[src/rtl/jml_i2c_target.sv]
`default_nettype none
// ============================================================================
// Module   : jml_i2c_target
// Purpose  : System-clock-synchronous I2C target bridging onto the register
//            bus, with glitch filtering and a non-incrementing hold window.
// Revision : 1.0 - initial release
// ============================================================================
module jml_i2c_target #(
    parameter logic [6:0] I2C_ADDR  = 7'h10,
    parameter int         AW        = 6,
    parameter int         HOLD_BASE = 'h30,
    parameter int         FILT      = 3
) (
    input  logic          clk,
    input  logic          i2c_resetS_n,
    input  logic          scl,
    input  logic          sda,
    output logic          sda_drv_lo,
    output logic [AW-1:0] addr,
    output logic          read,
    output logic          write,
    output logic [7:0]    write_data,
    input  logic [7:0]    read_data,
    output logic          rd_pop,
    output logic          hold_rd_reset,
    output logic          busy
);

    localparam logic [8:0] c_hold_base = HOLD_BASE[8:0];

    typedef enum logic [3:0] {
        S_IDLE     = 4'd0,
        S_DEV_ADDR = 4'd1,
        S_DEV_ACK  = 4'd2,
        S_REG_ADDR = 4'd3,
        S_REG_ACK  = 4'd4,
        S_WR_DATA  = 4'd5,
        S_WR_ACK   = 4'd6,
        S_RD_DATA  = 4'd7,
        S_RD_ACK   = 4'd8,
        S_WAIT     = 4'd9
    } state_t;

    logic [1:0] w_pin;
    logic [1:0] w_filt;

    assign w_pin = {scl, sda};

    // Bit 1 is SCL, bit 0 is SDA; both idle high so reset never fakes an edge.
    for (genvar gi = 0; gi < 2; gi++) begin : g_filt
        logic       r_sync1;
        logic       r_sync2;
        logic       r_lvl;
        logic [2:0] r_cnt;

        always_ff @(posedge clk or negedge i2c_resetS_n) begin
            if (!i2c_resetS_n) begin
                r_sync1 <= 1'b1;
                r_sync2 <= 1'b1;
                r_lvl   <= 1'b1;
                r_cnt   <= 3'd0;
            end else begin
                r_sync1 <= w_pin[gi];
                r_sync2 <= r_sync1;
                if (r_sync2 == r_lvl) begin
                    r_cnt <= 3'd0;
                end else if (r_cnt == 3'(FILT - 1)) begin
                    r_lvl <= r_sync2;
                    r_cnt <= 3'd0;
                end else begin
                    r_cnt <= r_cnt + 3'd1;
                end
            end
        end

        assign w_filt[gi] = r_lvl;
    end

    logic       w_scl;
    logic       w_sda;
    logic       r_scl_d;
    logic       r_sda_d;
    logic       w_scl_rise;
    logic       w_scl_fall;
    logic       w_start;
    logic       w_stop;
    logic [7:0] w_byte;
    logic       w_addr_lt_hold;
    logic       w_new_in_hold;

    state_t     r_state;
    logic [6:0] r_shift;
    logic [3:0] r_bit_cnt;
    logic       r_rw;
    logic       r_ack_drv;
    logic       r_ack_ok;
    logic       r_load;
    logic       r_inc;

    assign w_scl          = w_filt[1];
    assign w_sda          = w_filt[0];
    assign w_scl_rise     = w_scl & ~r_scl_d;
    assign w_scl_fall     = ~w_scl & r_scl_d;
    assign w_start        = ~w_sda & r_sda_d & w_scl;
    assign w_stop         = w_sda & ~r_sda_d & w_scl;
    assign w_byte         = {r_shift, w_sda};
    assign w_addr_lt_hold = (9'(addr) < c_hold_base);
    assign w_new_in_hold  = (9'(w_byte[AW-1:0]) >= c_hold_base);

    always_ff @(posedge clk or negedge i2c_resetS_n) begin
        if (!i2c_resetS_n) begin
            r_scl_d       <= 1'b1;
            r_sda_d       <= 1'b1;
            r_state       <= S_IDLE;
            r_shift       <= 7'd0;
            r_bit_cnt     <= 4'd0;
            r_rw          <= 1'b0;
            r_ack_drv     <= 1'b0;
            r_ack_ok      <= 1'b0;
            r_load        <= 1'b0;
            r_inc         <= 1'b0;
            sda_drv_lo    <= 1'b0;
            addr          <= '0;
            read          <= 1'b0;
            write         <= 1'b0;
            write_data    <= 8'd0;
            rd_pop        <= 1'b0;
            hold_rd_reset <= 1'b0;
            busy          <= 1'b0;
        end else begin
            r_scl_d       <= w_scl;
            r_sda_d       <= w_sda;
            read          <= 1'b0;
            write         <= 1'b0;
            rd_pop        <= 1'b0;
            hold_rd_reset <= 1'b0;
            r_load        <= 1'b0;
            r_inc         <= 1'b0;

            if (r_inc && w_addr_lt_hold) begin
                addr <= addr + AW'(1);
            end
            // read_data is valid in the clk that read is high; MSB goes out now.
            if (r_load) begin
                r_shift    <= read_data[6:0];
                sda_drv_lo <= ~read_data[7];
                r_bit_cnt  <= 4'd0;
            end

            if (w_stop) begin
                r_state    <= S_IDLE;
                sda_drv_lo <= 1'b0;
                r_ack_drv  <= 1'b0;
                r_ack_ok   <= 1'b0;
                busy       <= 1'b0;
            end else if (w_start) begin
                r_state    <= S_DEV_ADDR;
                r_bit_cnt  <= 4'd0;
                sda_drv_lo <= 1'b0;
                r_ack_drv  <= 1'b0;
                r_ack_ok   <= 1'b0;
                busy       <= 1'b1;
            end else begin
                case (r_state)
                    S_DEV_ADDR: if (w_scl_rise) begin
                        r_shift   <= w_byte[6:0];
                        r_bit_cnt <= r_bit_cnt + 4'd1;
                        if (r_bit_cnt == 4'd7) begin
                            if (w_byte[7:1] == I2C_ADDR) begin
                                r_state <= S_DEV_ACK;
                                r_rw    <= w_byte[0];
                            end else begin
                                r_state <= S_WAIT;
                                busy    <= 1'b0;
                            end
                        end
                    end
                    S_REG_ADDR: if (w_scl_rise) begin
                        r_shift   <= w_byte[6:0];
                        r_bit_cnt <= r_bit_cnt + 4'd1;
                        if (r_bit_cnt == 4'd7) begin
                            addr          <= w_byte[AW-1:0];
                            hold_rd_reset <= w_new_in_hold;
                            r_state       <= S_REG_ACK;
                        end
                    end
                    S_WR_DATA: if (w_scl_rise) begin
                        r_shift   <= w_byte[6:0];
                        r_bit_cnt <= r_bit_cnt + 4'd1;
                        if (r_bit_cnt == 4'd7) begin
                            write_data <= w_byte;
                            write      <= 1'b1;
                            r_inc      <= 1'b1;
                            r_state    <= S_WR_ACK;
                        end
                    end
                    // First fall after the 8th bit starts the ACK, the next one ends it.
                    S_DEV_ACK, S_REG_ACK, S_WR_ACK: if (w_scl_fall) begin
                        if (!r_ack_drv) begin
                            sda_drv_lo <= 1'b1;
                            r_ack_drv  <= 1'b1;
                        end else begin
                            sda_drv_lo <= 1'b0;
                            r_ack_drv  <= 1'b0;
                            r_bit_cnt  <= 4'd0;
                            if (r_state == S_DEV_ACK && r_rw) begin
                                r_state <= S_RD_DATA;
                                read    <= 1'b1;
                                r_load  <= 1'b1;
                            end else if (r_state == S_DEV_ACK) begin
                                r_state <= S_REG_ADDR;
                            end else begin
                                r_state <= S_WR_DATA;
                            end
                        end
                    end
                    S_RD_DATA: begin
                        if (w_scl_rise) begin
                            r_bit_cnt <= r_bit_cnt + 4'd1;
                        end else if (w_scl_fall) begin
                            if (r_bit_cnt == 4'd8) begin
                                sda_drv_lo <= 1'b0;
                                r_ack_ok   <= 1'b0;
                                r_state    <= S_RD_ACK;
                            end else begin
                                sda_drv_lo <= ~r_shift[6];
                                r_shift    <= {r_shift[5:0], 1'b0};
                            end
                        end
                    end
                    S_RD_ACK: begin
                        if (w_scl_rise) begin
                            if (!w_sda) begin
                                r_ack_ok <= 1'b1;
                                if (w_addr_lt_hold) begin
                                    addr <= addr + AW'(1);
                                end else begin
                                    rd_pop <= 1'b1;
                                end
                            end else begin
                                r_state <= S_WAIT;
                            end
                        end else if (w_scl_fall && r_ack_ok) begin
                            r_ack_ok <= 1'b0;
                            read     <= 1'b1;
                            r_load   <= 1'b1;
                            r_state  <= S_RD_DATA;
                        end
                    end
                    default: ;
                endcase
            end
        end
    end

endmodule
`default_nettype wire

[config.mk]
export PLATFORM = sky130hd
export DESIGN_NAME = jml_i2c_target
export DESIGN_NICKNAME = d
export VERILOG_FILES = /design/src/rtl/jml_i2c_target.sv
export SDC_FILE = /design/constraint.sdc
export NUM_CORES = 1
export LEC_CHECK = 0
export BUFFER_PORTS_ARGS = -buffer_cell sky130_fd_sc_hd__buf_2
export CAP_MARGIN = 20
export CORE_AREA = 2 2 76 78
export CTS_BUF_LIST = sky130_fd_sc_hd__clkbuf_4 sky130_fd_sc_hd__clkbuf_8
export CTS_CLUSTER_SIZE = 20
export DETAILED_ROUTE_END_ITERATION = 7
export DIE_AREA = 0 0 78 80
export PLACE_DENSITY = 0.72
export SKIP_LAST_GASP = 1
export SLEW_MARGIN = 20
export SYNTH_ARGS = -nofsm -noshare
export SYNTH_HDL_FRONTEND = slang
export SYNTH_SLANG_ARGS = --single-unit
export TNS_END_PERCENT = 100
[constraint.sdc]
create_clock -name clk -period 2.85 [get_ports clk]
set_input_delay 0.57 -clock clk [delete_from_list [all_inputs] [get_ports clk]]
set_output_delay 0.57 -clock clk [all_outputs]
set_load 0.01 [all_outputs]
Word level (Yosys, flattened, before mapping)
Cells that the tools add are included.

Flip-flop bits (word level): 52. Input bits: 12. Word-level logic and storage cells: 197.

$add $sub $neg: 4. Order comparisons: 2. Equality and inequality tests: 30. Mux-type cells: 100. Bitwise gates (word level): 16. Reductions and logical operators: 21.

Operators with widths (number): 2-to-1 mux 4 bit (23); 2-to-1 mux 1 bit (49); 2-to-1 mux 7 bit (7); 2-to-1 mux 6 bit (8); != test 4 bit, second input constant (11); one-hot mux 4 bit (6 select lines) (1); equality test 4 x 3 -> 1 bit, second input constant (5); 2-to-1 mux 3 bit (6); != test 5 bit, second input constant (3); nonzero test 3 bit (5); one-hot mux 7 bit (2 select lines) (1); AND reduction 14 bit (1); one-hot mux 6 bit (2 select lines) (1); AND reduction 6 bit (2); inverter 1 bit (10); equality test 4 x 2 -> 1 bit, second input constant (2); equality test 4 bit, second input constant (2); one-hot mux 4 bit (2 select lines) (1); nonzero test 8 bit (1); equality test 7 x 5 -> 1 bit, second input constant (1); adder 3 x 1 -> 3 bit, second input constant (2); adder 6 x 1 -> 6 bit, second input constant (1); AND 1 bit (6); equality test 3 x 2 -> 1 bit, second input constant (2); 14 further kinds (22).

Longest topological paths before layout
Word-level depth: 9. Depth in mapped cells: 9. Depth with buffers taken out: 8.

Worst setup path after synthesis
No wires, ideal clock.

Path kind: register to register. Start: register g_filt[1].r_lvl. End: register r_rw. Arrival: 1831 ps. Required time: 2722 ps. Path slack: 891 ps. Stages on the path, launching flop included: 6. Path through: dfstp_2 -> nand2b_4 -> or3_4 -> or3_1 -> nor3_2 -> mux2_1.

Word-level cells in the longest chain between the ends: 3. Elaborated cells between the ends (all ways): 6.

RTL lines: from (decl) (RTL line 53) `logic r_lvl;`; from (signal assigned) (RTL line 68) `r_lvl <= r_sync2;`; AND 1 bit (on tied branches) (RTL line 105, 104); inverter 1 bit (no line); AND reduction 6 bit (no line) (*); to (signal assigned) (RTL line 171) `r_rw <= w_byte[0];`; to (decl) (RTL line 94) `logic r_rw;`.

Every way passes the cells marked *; elsewhere a longest branch is shown, timed or not. A chain may end at the register's enable or synchronous reset.

Worst setup path after layout
Same ends and word-level chain as after synthesis.

==> out/qor.txt <==
Ys Warns - 0
IO Pins - 32
share of layout cells above drive strength 1 - 0.209
Yosys top cell area share - 0.381
htree depth - 2
# nets final - 349
Post-Syn Nets - 320
gr ovfl total - 0
worst slew pin tran - 0.579 ns
overall die width - 78 um
P_sw - 0.00120 W
commonest register cell after synthesis - dfrtp_1
Row Count - 27
Initial DRC Count - 164
max-cap check violation count - 0
final instance area - 3200 um^2
first drt pass iteration count - 4
sequential area share after synthesis - 0.453
Syn Area/Cell - 9.48 um^2
VDD IR max - 0.000433 V
initial antenna violation count - 0
Seq pwr share - 0.431
synthesized flop and latch total - 52
Gates resized, CTS repair - 0
synth unique cells - 58
leading area contributor after synthesis - dfrtp_1
synthesized cell area - 2890 um^2
Int Pwr - 0.00161 W
placed cell area - 3110 um^2
hpwl dp - 4.55 mm
Sw Share - 0.428
CTS Buffer Depth - 2
Static Leak - 1.42 nW
GRT Resource Usage Total - 0.220
Via density - 5.66
Synth Instances - 305
Setup Buffers After CTS - 0
Buf/Inv on CP - 0
Max Freq - 456 MHz
first-pass GRT wire length - 10.8 mm
Max-Slew Margin vs Limit - 0.614
CTS buffer count - 5
pin count of the biggest net entering global routing - 28
status - finished, final reports clean
cells along the critical path - nand2b_4 > or3_4 > or3_1 > nor3_2 > mux2_1
Setup CP Type - flip-flop to flip-flop
n_diodes - 0
core box area - 5410 um^2
# setup viols final - 0
Layout Skew - 0.0173 ns
Die Y-Extent - 80 um
DRC Markers - 0
Hold Vio Cnt, Final - 0
Buffers on Ports - 31
final wirelength - 6.24 mm
Slew Limit Fails - 0
Root Buffer - clkbuf_8
Clock power frac - 0.156
Worst setup SP type - flip-flop
asr flop ratio synth - 1.00
crit-path leading delay family - simple AND/OR/NAND/NOR gates
Area Growth Syn to Fin - 10.7%
WL/cell - 15.3 um
Worst-path clk slew - 0.10 ns
Area contributors post-synth - dfrtp_1 38%, dfstp_2 7.3%, mux2_2 4.7%, nand2_1 4.5%, a21oi_1 4.0%
vias in the first global route - 2196
clk sink count - 52
gpl congestion - 0.968
crit-path max cell delay - 0.71 ns
combinational fraction of design power - 0.413
CTS tree - yes
DIE AREA - 6240 um^2
Critical Path Slowest Stage Cell - dfstp_2
Post-CTS Hold Fix Bufs - 0
Crit. End Element - flip-flop
Worst-Skew Late Latency - 0.31 ns
unrepaired setup endpoints after global routing - false
hold crit path type - primary input to asynchronous set/reset pin
Starting Density - 0.535
crit path DAT - 2.39 ns
largest fanout on the critical path - 15
fin crit period - 2.19 ns
fin crit share - 0.770
WP data required - 3.05 ns
Via Count - 2304
post-route setup TNS - 0 ns
number of flops mapped to enable cells by yosys - 0
post-route ant nets - 0
PD cells - 878 nW/um^2
state kept, by name (all words and copies together), names as in the netlist:
name and flops:
write_data 8, r_shift 7, addr 6, g_filt.r_cnt 6, r_bit_cnt 4, r_state 4
g_filt.r_lvl 2, g_filt.r_sync1 2, g_filt.r_sync2 2, busy 1, hold_rd_reset 1, r_ack_drv 1
r_ack_ok 1, r_inc 1, r_load 1, r_rw 1, r_scl_d 1, r_sda_d 1
rd_pop 1, sda_drv_lo 1
power groups by stage:
| stage | sequential [W] | combinational [W] | clock (W) |
|---|---|---|---|
| CTS | 0.00121 | 0.00116 | 0.000452 |
| finish | 0.00121 | 0.00116 | 0.000438 |
| global route | 0.00126 | 0.00130 | 0.000485 |
| floorplan | 0.00111 | 0.000956 | 0 |
| global placement | 0.00122 | 0.00113 | 0 |
| detailed placement | 0.00122 | 0.00115 | 0 |
cell usage after synthesis, types with 3 or more instances:
library cell	n
xor2_1	7
a211oi_1	3
mux2i_1	11
ha_1	3
xnor2_1	6
o2bb2ai_1	3
clkbuf_1	7
a31oi_1	4
nand2b_1	5
nor2b_1	7
buf_2	4
mux2_2	12
nor3_1	7
nor2_1	23
nand2_1	35
a21oi_1	23
and3_1	3
o22ai_1	6
or3_1	3
dfrtp_1	44
nand3_1	9
inv_1	9
nor3b_1	5
o21ai_0	17
dfstp_2	8
layout make-up:
class | instances | area [um^2]
multi-input cells | 230 | 1480
clock buffers | 5 | 68.8
repair buffers | 36 | 193
fillers | 502 | 2200
clock inverters | 3 | 25.0
flip-flops and latches | 52 | 1310
well taps | 72 | 90.1
inverters | 9 | 33.8
final timing paths:
kind / from / to / slack [ns] / cells after the start
worst min register to register: g_filt[0].r_sync1$_DFF_PN1_ / g_filt[0].r_sync2$_DFF_PN1_ / 0.36 / 0
worst max-delay path: g_filt[1].r_lvl$_DFFE_PN1P_ / r_rw$_DFFE_PN0P_ / 0.66 / 5
worst min-delay path: i2c_resetS_n / g_filt[0].r_cnt[0]$_DFF_PN0_ / 0.24 / 1
max in group asynchronous: i2c_resetS_n / sda_drv_lo$_DFF_PN0_ / 1.85 / 2
min in group clk: scl / g_filt[1].r_sync1$_DFF_PN1_ / 0.35 / 1
worst max register to register: g_filt[1].r_lvl$_DFFE_PN1P_ / r_rw$_DFFE_PN0P_ / 0.66 / 5
stage by stage:
stage | total power [W] | cells | worst slack, ns | hold slack (ns) | utilization
final | 0.00281 | 407 | 0.657 | 0.245 | 0.593
after global routing | 0.00304 | 407 | 0.557 | 0.288 | 0.593
after CTS | 0.00282 | 407 | 0.652 | 0.267 | 0.593
after detailed placement | 0.00237 | 399 | 0.667 | 0.347 | 0.575
after global placement | 0.00234 | 399 | 0.709 | 0.346 | 0.575
after floorplan | 0.00206 | 305 | 0.891 | 0.274 | -
cells in the final DEF, fill, tap and decap left out, drive strengths merged, types with 3 or more instances in the layout:
master / count
a31oi: 4
a21oi: 23
xnor2: 6
and3: 3
a211oi: 3
o2bb2ai: 4
dfrtp: 44
mux2: 13
ha: 3
and2: 3
o22ai: 6
nor3b: 5
nand3: 10
nor2b: 7
dfstp: 8
nand2b: 6
mux2i: 11
buf: 36
xor2: 7
inv: 11
nor3: 9
or3: 4
clkbuf: 5
o21ai: 19
nor2: 23
nand2: 35
cells by family (layout without fill, tap and decap cells):
kind of cell / count (synthesis) / count (layout) / share of synthesized area
compound gates: 76 / 76 / 0.166
xor+xnor: 13 / 13 / 0.0394
fa+ha+maj: 3 / 3 / 0.0130
buf+inv: 23 / 53 / 0.0346
flops: 52 / 52 / 0.453
mux: 24 / 24 / 0.0887
simple gates: 114 / 114 / 0.205
per-layer routing:
layer | track usage | share of wire
met5 | 0 | 0
met4 | 0.0684 | 0.0083
met3 | 0.0317 | 0.049
met2 | 0.338 | 0.46
met1 | 0.323 | 0.48
(Power assumes the default switching activity.)
